## src/rtl/rv32_pkg.sv

```systemverilog
// rtl/rv32_pkg.sv - shared RV32 constants and M-extension type definitions
package rv32_pkg;

    localparam int XLEN = 32;

    typedef enum logic [2:0] {
        OP_MUL    = 3'b000,
        OP_MULH   = 3'b001,
        OP_MULHSU = 3'b010,
        OP_MULHU  = 3'b011,
        OP_DIV    = 3'b100,
        OP_DIVU   = 3'b101,
        OP_REM    = 3'b110,
        OP_REMU   = 3'b111
    } muldiv_op_e;

    typedef enum logic [1:0] {
        IDLE,
        CALC,
        FIX,
        DONE
    } muldiv_state_e;

endpackage

```

## src/rtl/muldiv_unit.sv

```systemverilog
// rtl/muldiv_unit.sv - iterative RV32M multiply/divide unit with register-file writeback
module muldiv_unit
    import rv32_pkg::*;
#(
    parameter int XLEN = rv32_pkg::XLEN
) (
    input  logic            clock,
    input  logic            resetn,
    input  logic            start,
    input  logic [2:0]      funct3,
    input  logic [XLEN-1:0] op_a,
    input  logic [XLEN-1:0] op_b,
    input  logic [4:0]      rd_in,
    input  logic            flush,
    output logic            busy,
    output logic            wb_en,
    output logic [4:0]      wb_reg,
    output logic [XLEN-1:0] wb_data
);

    localparam int CW = $clog2(XLEN) + 1;
    localparam logic [XLEN-1:0] MIN_NEG  = {1'b1, {(XLEN-1){1'b0}}};
    localparam logic [XLEN-1:0] ALL_ONES = '1;

    muldiv_state_e   state_q, state_d;
    muldiv_op_e      op_q, op_in;
    logic [4:0]      rd_q;
    logic            sign_a_q, sign_b_q;
    logic [XLEN-1:0] mag_x_q;
    logic [2*XLEN-1:0] acc_q;
    logic [CW-1:0]   cnt_q;

    logic            in_sign_a, in_sign_b;
    logic [XLEN-1:0] mag_a_in, mag_b_in;
    logic            is_div_in, div_zero, div_ovf, special;
    logic [XLEN-1:0] special_res;
    logic            accept;

    assign op_in     = muldiv_op_e'(funct3);
    assign is_div_in = funct3[2];
    assign accept    = (state_q == IDLE) && start && !flush;

    always_comb begin
        in_sign_a = 1'b0;
        in_sign_b = 1'b0;
        case (op_in)
            OP_MULH, OP_DIV, OP_REM: begin
                in_sign_a = op_a[XLEN-1];
                in_sign_b = op_b[XLEN-1];
            end
            OP_MULHSU: in_sign_a = op_a[XLEN-1];
            default: ;
        endcase
    end

    assign mag_a_in = in_sign_a ? -op_a : op_a;
    assign mag_b_in = in_sign_b ? -op_b : op_b;

    assign div_zero = is_div_in && (op_b == '0);
    assign div_ovf  = ((op_in == OP_DIV) || (op_in == OP_REM)) &&
                      (op_a == MIN_NEG) && (op_b == ALL_ONES);
    assign special  = div_zero || div_ovf;

    // funct3[1] separates the remainder ops from the quotient ops
    always_comb begin
        special_res = '0;
        if (div_zero)
            special_res = funct3[1] ? op_a : ALL_ONES;
        else
            special_res = funct3[1] ? '0 : MIN_NEG;
    end

    // Shared iteration step: mul shifts right after add, div shifts left then trial-subtracts
    logic [XLEN:0]     mul_sum, div_top, div_diff;
    logic              div_ge;
    logic [2*XLEN-1:0] acc_step;

    always_comb begin
        mul_sum  = {1'b0, acc_q[2*XLEN-1:XLEN]} + (acc_q[0] ? {1'b0, mag_x_q} : '0);
        div_top  = acc_q[2*XLEN-1:XLEN-1];
        div_diff = div_top - {1'b0, mag_x_q};
        div_ge   = ~div_diff[XLEN];
        if (op_q[2])
            acc_step = {(div_ge ? div_diff[XLEN-1:0] : div_top[XLEN-1:0]),
                        acc_q[XLEN-2:0], div_ge};
        else
            acc_step = {mul_sum, acc_q[XLEN-1:1]};
    end

    logic [2*XLEN-1:0] prod;
    logic [XLEN-1:0]   quo, rem, result;

    always_comb begin
        prod   = (sign_a_q ^ sign_b_q) ? -acc_q : acc_q;
        quo    = (sign_a_q ^ sign_b_q) ? -acc_q[XLEN-1:0] : acc_q[XLEN-1:0];
        rem    = sign_a_q ? -acc_q[2*XLEN-1:XLEN] : acc_q[2*XLEN-1:XLEN];
        result = '0;
        case (op_q)
            OP_MUL:                       result = prod[XLEN-1:0];
            OP_MULH, OP_MULHSU, OP_MULHU: result = prod[2*XLEN-1:XLEN];
            OP_DIV, OP_DIVU:              result = quo;
            OP_REM, OP_REMU:              result = rem;
            default:                      result = '0;
        endcase
    end

    always_ff @(posedge clock or negedge resetn) begin
        if (!resetn)
            state_q <= IDLE;
        else
            state_q <= state_d;
    end

    always_comb begin
        state_d = state_q;
        if (flush) begin
            state_d = IDLE;
        end else begin
            case (state_q)
                IDLE: if (start) state_d = special ? DONE : CALC;
                CALC: if (cnt_q == CW'(1)) state_d = FIX;
                FIX:  state_d = DONE;
                DONE: state_d = IDLE;
                default: state_d = IDLE;
            endcase
        end
    end

    always_ff @(posedge clock or negedge resetn) begin
        if (!resetn) begin
            op_q     <= OP_MUL;
            rd_q     <= '0;
            sign_a_q <= 1'b0;
            sign_b_q <= 1'b0;
            mag_x_q  <= '0;
            acc_q    <= '0;
            cnt_q    <= '0;
            wb_reg   <= '0;
            wb_data  <= '0;
        end else begin
            if (accept) begin
                op_q     <= op_in;
                rd_q     <= rd_in;
                sign_a_q <= in_sign_a;
                sign_b_q <= in_sign_b;
                cnt_q    <= CW'(XLEN);
                mag_x_q  <= is_div_in ? mag_b_in : mag_a_in;
                acc_q    <= {{XLEN{1'b0}}, (is_div_in ? mag_a_in : mag_b_in)};
                if (special) begin
                    wb_reg  <= rd_in;
                    wb_data <= special_res;
                end
            end else if (state_q == CALC) begin
                acc_q <= acc_step;
                cnt_q <= cnt_q - CW'(1);
            end else if ((state_q == FIX) && !flush) begin
                wb_reg  <= rd_q;
                wb_data <= result;
            end
        end
    end

    assign busy  = (state_q != IDLE);
    assign wb_en = (state_q == DONE) && !flush && (wb_reg != '0);

endmodule
```

## config.mk

```make
export PLATFORM = sky130hd
export DESIGN_NAME = muldiv_unit
export DESIGN_NICKNAME = d
export VERILOG_FILES = /design/src/rtl/rv32_pkg.sv /design/src/rtl/muldiv_unit.sv
export SDC_FILE = /design/constraint.sdc
export NUM_CORES = 1
export LEC_CHECK = 0
export ABC_AREA = 1
export ABC_CLOCK_PERIOD_IN_PS = 2700
export CAP_MARGIN = 20
export CORE_UTILIZATION = 50
export DETAILED_ROUTE_END_ITERATION = 6
export GPL_TIMING_DRIVEN = 0
export PLACE_DENSITY = 0.68
export SYNTH_ARGS = -nofsm -noshare
export SYNTH_HDL_FRONTEND = slang
export SYNTH_SLANG_ARGS = --single-unit
```

## constraint.sdc

```tcl
create_clock -name clock -period 2.7 [get_ports clock]
set_input_delay 0.27 -clock clock [delete_from_list [all_inputs] [get_ports clock]]
set_output_delay 0.27 -clock clock [all_outputs]
set_load 0.05 [all_outputs]
```

==> run_results.csv <==
group,metric,value,unit
cells_and_area,largest_registers,"acc_q (64), mag_x_q (32), wb_data (32)",
critical_path,end_kind,"flip-flop",
critical_path,crit_path_max_fanout,10,
sta,tightest_slew,0.980,ns
drt,drtIter0Drc,3119,
synthesis,synth_cell_types,54,
critical_path,rr_endpoint,"acc_q[53]",
synthesis,synth-xor-area-share,4.10,%
placement,place_inst,3800,
synthesis,synth-edff-count,0,
synthesis,syn_avg_cell_area,5.63,sq um
critical_path,critPathLaunchType,"flip-flop",
placement,routabilityCongestion,1.09,
critical_path,setup.worst_path.class,"flip-flop to flip-flop",
cells_and_area,final_cell_mix,"1,067 x nand2_1, 417 x inv_1, 340 x nor2_1",
floorplanning,fp-row-count,69,
synthesis,syn-cell-area,18200,sq um
synthesis,ys.flop_type,"dfrtp_1",
clocking,insertion_delay,0.47,ns
placement,port_buffers,114,
drt,wl,89.2,mm
clocking,clk_pin_slew,0.08,ns
critical_path,reg2reg_slack,-0.03,ns
synthesis,synthAdderAreaFrac,5.39,%
cells_and_area,instances_no_fill,3858,
cells_and_area,area_growth,18.4,%
synthesis,yosys_warnings,0,
drt,drtAntennaViolNets,0,
clocking,clock_sinks,151,
critical_path,reg2reg_from,"acc_q[0]",
global_routing,antenna_found_initial,2,
synthesis,synth_area_leader_cell,"nand2_1",
cells_and_area,regMostFlops,"acc_q",
drt,viasPerCell,6.12,
sta,post-route-period-util,101,%
synthesis,ys_top_cells_by_area,"nand2_1 23%, dfrtp_1 21%, inv_1 8.9%, nand3_1 8.8%, nor2_1 7.6%",
clocking,cts_tree,"done",
synthesis,netlist.area_leader.share,22.5,%
global_routing,grt_max_degree,91,
critical_path,arrival,3.07,ns
synthesis,ys_ff_latch,151,
outcome,outcome,"complete, but fails checks",
floorplanning,dieHeight,193,um
drt,dr_total_vias,23605,
synthesis,muxShareOfSynthArea,0,%
power,p_leak,0.0109,uW
sta,hold_viol,0,
sta,fin_ws,-0.0310,ns
drt,wire_per_inst,23.1,um
power,irDropWorstVdd,1.02,mV
job,maxCapViolCount,0,
sta,slew-limit-headroom,34.7,%
clocking,cts_root_buf,"clkbuf_16",
outcome,violations,"setup timing",
synthesis,synthArstFlopShare,100,%
power,power_density,1470,nW/um^2
global_routing,grt_overflow,0,
sta,slew_violations,0,
synthesis,synth-seq-area-share,20.8,%
cells_and_area,final_common_cell,"nand2_1",
drt,dr.pass1.iters,6,
clocking,htree_levels,4,
cells_and_area,largest_reg_flops,64,
floorplanning,top_level_ports,115,
clocking,cts_max_path_buffers,2,
sta,max_freq,366,MHz
synthesis,synth_top_family_by_area,"simple AND/OR/NAND/NOR gates",
global_routing,grt_pass1_wl,128,mm
cells_and_area,num-fill-cells,3632,
drt,drc,0,
cells_and_area,nets,3537,
clocking,cts_buffers,17,
synthesis,synthesis.nets,3377,
placement,dpl.hpwl,71.0,mm
floorplanning,core-area,35700,sq um
sta,setup_viol,3,
synthesis,synth_compound_area_share,13.7,%
sta,min_period,2.73,ns
floorplanning,die_w,193,um
sta,setup_tns,-0.0606,ns
sta,clock_skew,0.0229,ns
sta,rsz0062_at_grt,"yes",
cells_and_area,diodes,0,
synthesis,yosys.area_share.simple,44.0,%
min_path,hold_class,"primary input to asynchronous set/reset pin",
critical_path,required,3.04,ns
global_routing,grt_pass1_vias,21395,
global_routing,grt_usage,47.3,%
cells_and_area,drive_gt1_share,10.1,%
floorplanning,start_util,50.9,%
floorplanning,die-area,37100,sq um
critical_path,reg2regPathDepth,19,
synthesis,synthCells,3224,
-- logic make-up (layout without fill, tap and decap cells) --
group,Yosys count,count (layout)
DFF,151,151
xor gates and xnor gates,85,85
AOI/OAI and AO/OA,445,445
buffers and inverters,552,725
adders and majority gates,77,77
and+or+nand+nor,1914,1914
-- layout make-up --
| cell class | count | area (sq um) | share of cell area (%) |
|---|---|---|---|
| multi-input cells | 2521 | 12900 | 59.8 |
| inverters | 449 | 1700 | 7.91 |
| clock inverters | 15 | 201 | 0.937 |
| well taps | 461 | 577 | 2.68 |
| plain buffers | 102 | 541 | 2.51 |
| flip-flops and latches | 151 | 3820 | 17.8 |
| repair buffers | 142 | 1390 | 6.45 |
| clock buffers | 17 | 425 | 1.98 |
-- per-stage QoR --
stage | util, % | power [uW] | worst slack, ns | area [sq um] | hold slack (ns)
after floorplan | - | 18700 | 0.148 | 18200 | -0.0256
after global placement | 55.8 | 26000 | -5.07 | 19900 | 0.454
after detailed placement | 55.8 | 26300 | -0.949 | 19900 | 0.311
after CTS | 58.4 | 29300 | 0.00000333 | 20800 | 0.385
after global routing | 60.3 | 33300 | -0.122 | 21500 | 0.404
final | 60.3 | 31600 | -0.0310 | 21500 | 0.378
-- power by group --
group          total (uW)  leakage, uW  internal [uW]  switching (uW)
Sequential           5060      0.00185           3350            1710
Combinational       24000      0.00880           7370           16600
Clock                2570     0.000301           1270            1300
-- cells in the mapped netlist (18+ instances only) --
master / count
nand2_1: 1091
inv_1: 431
nor2_1: 367
nand3_1: 319
dfrtp_1: 151
o21ai_0: 150
a21oi_1: 123
ha_1: 75
o21ai_1: 66
xor2_1: 60
clkbuf_1: 47
nand4_1: 45
buf_2: 38
nor3_1: 27
o22ai_1: 25
xnor2_1: 25
o211ai_1: 22
nand3b_1: 20
inv_2: 18
-- per-layer routing --
| layer | wire [um] | up-vias | track usage, % |
|---|---|---|---|
| met5 | 24 | - | 0 |
| met4 | 7220 | 4 | 32.3 |
| li1 | - | 10679 | - |
| met3 | 12300 | 421 | 14.8 |
| met2 | 37200 | 1721 | 71.7 |
| met1 | 32500 | 10780 | 57.1 |
-- how the worst max path moves through the flow --
stage	start	endpoint	slack (ns)
after floorplan	acc_q[0]	acc_q[59]	0.15
after global placement	resetn	rd_q[1]	-5.07
after detailed placement	acc_q[0]	acc_q[59]	-0.95
after CTS	acc_q[0]	acc_q[53]	0.000003
after global routing	acc_q[0]	acc_q[40]	-0.12
final	acc_q[0]	acc_q[53]	-0.03
-- worst max-delay path: stages (launching register included) --
cell       delay (ns)
dfrtp_1          0.35
buf_6            0.15
clkbuf_16        0.17
nand2_1          0.06
inv_2            0.08
ha_4             0.15
inv_2            0.05
fa_2             0.40
o21ai_4          0.20
nand2_1          0.09
nand2_2          0.09
nand2_1          0.07
nand2_2          0.11
nand2_1          0.08
nand3_1          0.08
nand3_2          0.14
nand2_1          0.15
inv_1            0.07
nand2_1          0.07
nand2_1          0.05
-- timing repair --
| action | CTS | global route |
|---|---|---|
| hold buffers | 1 | 0 |
| endpoints found under the hold margin | 61 | 0 |
| setup endpoints to repair | 59 | 82 |
| pin swaps | 7 | 18 |
| buffers inserted | 12 | 14 |
| gates resized for setup | 71 | 160 |
No activity file was read; power rests on OpenSTA's default activity.
